==> src/rtl/uart_tx_fifo.sv <==
// rtl/uart_tx_fifo.sv - byte FIFO draining MMIO TO_HOST writes into UARTTX one frame at a time
module uart_tx_fifo #(
  parameter int DEPTH = 16,
  parameter int AW    = 4
) (
  input  logic          clk,
  input  logic          rst,
  input  logic [7:0]    wdata,
  input  logic          we,
  input  logic          flush,
  input  logic          clr_ovf,
  output logic          full,
  output logic          empty,
  output logic [AW:0]   count,
  output logic          overflow,
  output logic [7:0]    tx_data,
  output logic          tx_we,
  input  logic          tx_ready
);

  localparam logic [AW:0] FULL_CNT = (AW+1)'(DEPTH);

  typedef enum logic [1:0] {
    IDLE = 2'd0,
    SEND = 2'd1,
    GAP  = 2'd2,
    WAIT = 2'd3
  } state_t;

  state_t          state;
  state_t          next_state;
  logic [7:0]      mem [DEPTH];
  logic [AW-1:0]   wr_ptr;
  logic [AW-1:0]   rd_ptr;
  logic            push;
  logic            pop;
  logic            ovf_set;

  assign full  = (count == FULL_CNT);
  assign empty = (count == '0);

  // Strobes: flush swallows both a same-cycle push (silently) and a same-cycle pop
  always_comb begin
    push    = we && !full && !flush;
    ovf_set = we && full && !flush;
    pop     = (state == IDLE) && !empty && tx_ready && !flush;
  end

  // Next-state: one frame handed to UARTTX per IDLE->SEND->GAP->WAIT round
  always_comb begin
    next_state = state;
    case (state)
      IDLE:    if (pop) next_state = SEND;
      SEND:    next_state = GAP;
      GAP:     next_state = WAIT;   // READY is stale here, UARTTX drops it one cycle after WE
      WAIT:    if (tx_ready) next_state = IDLE;
      default: next_state = IDLE;
    endcase
  end

  // State register
  always_ff @(posedge clk or posedge rst) begin
    if (rst) begin
      state <= IDLE;
    end else begin
      state <= next_state;
    end
  end

  // Storage array, written only on an accepted push
  always_ff @(posedge clk) begin
    if (push) begin
      mem[wr_ptr] <= wdata;
    end
  end

  // Pointers and occupancy counter; flush discards queued bytes but not the in-flight one
  always_ff @(posedge clk or posedge rst) begin
    if (rst) begin
      wr_ptr <= '0;
      rd_ptr <= '0;
      count  <= '0;
    end else begin
      if (push) begin
        wr_ptr <= wr_ptr + AW'(1);
      end
      if (flush) begin
        rd_ptr <= wr_ptr;
        count  <= '0;
      end else begin
        if (pop) begin
          rd_ptr <= rd_ptr + AW'(1);
        end
        if (push && !pop) begin
          count <= count + (AW+1)'(1);
        end else if (pop && !push) begin
          count <= count - (AW+1)'(1);
        end
      end
    end
  end

  // Sticky overflow: a dropped push beats a same-cycle clear
  always_ff @(posedge clk or posedge rst) begin
    if (rst) begin
      overflow <= 1'b0;
    end else if (ovf_set) begin
      overflow <= 1'b1;
    end else if (clr_ovf) begin
      overflow <= 1'b0;
    end
  end

  // Registered UARTTX outputs: data latched at pop and held until the next pop, WE high only in SEND
  always_ff @(posedge clk or posedge rst) begin
    if (rst) begin
      tx_data <= 8'h00;
      tx_we   <= 1'b0;
    end else begin
      tx_we <= (next_state == SEND);
      if (pop) begin
        tx_data <= mem[rd_ptr];
      end
    end
  end

endmodule

==> config.mk <==
export PLATFORM = sky130hd
export DESIGN_NAME = uart_tx_fifo
export DESIGN_NICKNAME = d
export VERILOG_FILES = /design/src/rtl/uart_tx_fifo.sv
export SDC_FILE = /design/constraint.sdc
export NUM_CORES = 1
export LEC_CHECK = 0
export CORE_MARGIN = 5
export CORE_UTILIZATION = 45
export CTS_CLUSTER_SIZE = 8
export DETAILED_ROUTE_END_ITERATION = 10
export DONT_BUFFER_PORTS = 1
export RECOVER_POWER = 100
export SETUP_SLACK_MARGIN = 0.3
export SLEW_MARGIN = 25
export SYNTH_ARGS = -nofsm -noshare
export SYNTH_HDL_FRONTEND = slang
export SYNTH_SLANG_ARGS = --single-unit
==> constraint.sdc <==
create_clock -name clk -period 9.45 [get_ports clk]
set_input_delay 0 -clock clk [delete_from_list [all_inputs] [get_ports clk]]
set_output_delay 0 -clock clk [all_outputs]
set_load 0.05 [all_outputs]
==> impl_metrics.py <==
metrics = {
    "timing": {
        "fin_setup_tns_ns": 0,
        "final_max_slew_viol_count": 0,
        "fmax_mhz": 221,
        "finClkSkew_ns": 0.0137,
        "finalSetupViolations": 0,
        "rsz0062_at_grt": "no",
        "period_minus_slack_ns": 4.52,
        "slew-limit-headroom_pct": 3.84,
        "setup_slack_ns": 4.93,
        "worst_slew_pin_slew_ns": 1.43,
        "finalHoldViolations": 0,
        "min_period_over_period_pct": 47.8,
    },
    "synth": {
        "synthArstFlopShare_pct": 16.3,
        "avgSynthCellArea_sq_um": 17.9,
        "seq_area_frac_synth_pct": 71.4,
        "synth_edf_count": 128,
        "ys_types": 37,
        "synth.top_cell.area_share_pct": 61.4,
        "syn_inst": 350,
        "ys_warn_count": 0,
        "ys_ff_latch": 153,
        "synthesis.nets": 374,
        "synth.top_cells.by_area": "edfxtp_1 (61%), mux4_2 (12%), dfrtp_1 (10%)",
        "ys.flop_type": "edfxtp_1",
        "synth_area_sq_um": 6260,
        "synth_top_area_cell": "edfxtp_1",
    },
    "route": {
        "initialDrtViolationCount": 205,
        "vias": 3149,
        "ant_nets": 0,
        "drc_errors": 0,
        "via_per_inst": 5.57,
        "wirelength_um": 12300,
        "first_pass_iters": 5,
        "wl_per_cell_um": 21.8,
    },
    "floorplan": {
        "fp.dieArea_sq_um": 16400,
        "die_height_um": 128,
        "start_util_pct": 45.5,
        "core_sq_um": 13800,
        "ios": 31,
        "rows": 43,
        "die_w_um": 128,
    },
    "critical_path": {
        "crit_path_end_kind": "flip-flop",
        "rr_worst_depth": 9,
        "arrival_ns": 4.88,
        "rr_startpoint": "count[0]",
        "required_ns": 9.81,
        "r2r_slack_ns": 4.93,
        "crit_fanout": 11,
        "crit_path_start_kind": "flip-flop",
        "rr_endpoint": "count[4]",
        "path_class": "reg -> reg",
    },
    "worst_hold_path": {
        "hp-class": "in -> reg",
        "holdPathStages": 2,
        "whs_endpoint": "count[3]",
        "worstHoldStart": "we",
    },
    "power_and_ir_drop": {
        "p_sw_mw": 0.698,
        "powerDensity_nw_per_um2": 294,
        "power_frac_comb_pct": 24.5,
        "p_clk_share_pct": 29.3,
        "total_power_mw": 2.09,
        "peakVddDrop_mv": 0.172,
        "p_int_mw": 1.39,
        "p_leak_nw": 2.45,
        "pwr-share-seq_pct": 46.2,
        "swShare_pct": 33.4,
    },
    "layout": {
        "final_area_sq_um": 7120,
        "final_nets": 396,
        "fillers": 1141,
        "layout-drive-gt1-share_pct": 17.4,
        "area_growth_pct": 13.6,
        "diodes": 0,
        "multi_input_area_sq_um": 1670,
        "finalNonFillerCells": 565,
        "regArea_sq_um": 4470,
    },
    "outcome": {
        "status": "completed",
    },
    "clock_tree": {
        "h-tree-depth": 4,
        "clk-insertion-delay-late_ns": 0.42,
        "cts_buffers": 17,
        "ctsResizeCount": 0,
        "cts_num_sinks": 153,
        "clockBufferDepth": 2,
        "tritoncts": "yes",
        "cts_root_buf": "clkbuf_16",
        "clk_pin_slew_ns": 0.06,
    },
    "grt": {
        "grt-ovfl-total": 0,
        "antenna_found_initial": 0,
        "grt_util_all_layers_pct": 16.3,
        "grt_max_degree": 36,
        "grt_pass1_vias": 3269,
        "grt_pass1_wl_um": 19200,
    },
    "place": {
        "gp_congestion": 0.821,
        "pre_cts_ws_ns": 5.46,
        "hpwl_um": 7670,
        "io_buffers": 0,
        "placed_area_sq_um": 6460,
        "dp_cells": 518,
    },
    "flow_run": {
        "maxCapViolations": 0,
    },
}
-- layout make-up --
cell class                      count  share of cell area [%]
Inverter                            9                   0.475
Clock inverter                     13                    1.44
Sequential cell                   153                    62.8
Tap cell                          180                    3.16
Timing Repair Buffer               21                    2.58
Clock buffer                       19                    6.08
Multi-Input combinational cell    170                    23.4
-- cells in the mapped netlist, types with 2 or more instances --
cell,instances
dfrtp_1,25
edfxtp_1,128
nand2_1,27
o22ai_1,3
a21o_1,2
nor4_1,3
ha_1,9
buf_2,5
nand3_1,5
nor2_1,16
o221ai_1,9
o211ai_1,3
buf_1,3
xnor2_1,5
nand2b_1,3
a21oi_1,4
o21ai_0,8
nor3_1,5
inv_1,9
clkbuf_1,9
mux2i_1,20
mux4_2,32
and3_1,3
-- worst max-delay path by stage --
stage | startpoint | to | slack (ns) | cells after the start
floorplan | count[0] | count[4] | 6.25 | 10
global placement | count[0] | count[4] | 5.65 | 8
detailed placement | count[0] | count[4] | 5.46 | 8
CTS | count[0] | count[4] | 4.95 | 9
global route | count[0] | count[4] | 4.72 | 9
finish | count[0] | count[4] | 4.93 | 9
-- flip-flops by register name, summed over array words and instances, names as in the netlist --
signal    flops
mem         128
tx_we         1
count         5
rd_ptr        4
tx_data       8
state         2
wr_ptr        4
overflow      1
-- cells in the final DEF, fill, tap and decap left out, types with 8 or more instances in the layout --
| master | instances |
|---|---|
| mux2i_1 | 20 |
| ha_1 | 9 |
| nor2_1 | 16 |
| nand2_1 | 27 |
| o221ai_1 | 9 |
| mux4_2 | 32 |
| inv_1 | 9 |
| dlygate4sd3_1 | 15 |
| o21ai_0 | 8 |
| clkbuf_16 | 17 |
| dfrtp_1 | 24 |
| edfxtp_1 | 128 |
-- per-layer routing --
metal	GRT usage, %	vias to the layer above	wire length (um)
met4	4.74	0	127
li1	-	1434	-
met3	5.46	10	755
met1	20.8	1628	5170
met5	0	-	0
met2	26.7	77	6240
-- per-stage QoR --
step | utilization, % | hold WS [ns]
floorplan | - | 0.0273
global placement | 46.9 | 0.0756
detailed placement | 46.9 | 0.0863
CTS | 51.9 | 0.00477
global route | 51.7 | 0.0262
finish | 51.7 | 0.0209
-- timing repair --
item,in CTS,in global routing
hold endpoints to repair,166,0
setup buffers,0,0
hold buffers,15,0
-- power by group through the flow --
stage / clock, mW / combinational [mW] / sequential [mW]
after floorplan: 0 / 0.422 / 0.944
after global placement: 0 / 0.497 / 0.976
after detailed placement: 0 / 0.507 / 0.981
after CTS: 0.626 / 0.527 / 0.966
after global routing: 0.660 / 0.565 / 0.978
final: 0.612 / 0.513 / 0.965
-- critical path, stage by stage (launching register included) --
cell and delay [ns]:
dfrtp_1 0.62, or4_1 0.77, o211ai_1 0.80, nand2_1 0.36, fa_1 0.50, and3_1 0.24
o211ai_1 0.20, o22ai_1 0.10, nor4_1 0.27, dlygate4sd3_1 0.58
-- logic make-up (layout without fill, tap and decap cells) --
kind of cell	after synthesis	count (layout)	share of synthesized area, %
AND/OR/NAND/NOR	68	68	5.04
AO/OA/AOI/OAI	32	32	3.78
multiplexers	54	54	15.1
buffers and inverters	27	62	1.74
flip-flops	153	153	71.4
XOR/XNOR	6	6	0.839
adder cells (fa/ha/maj)	10	10	2.12
No activity file was read; power rests on OpenSTA's default activity.
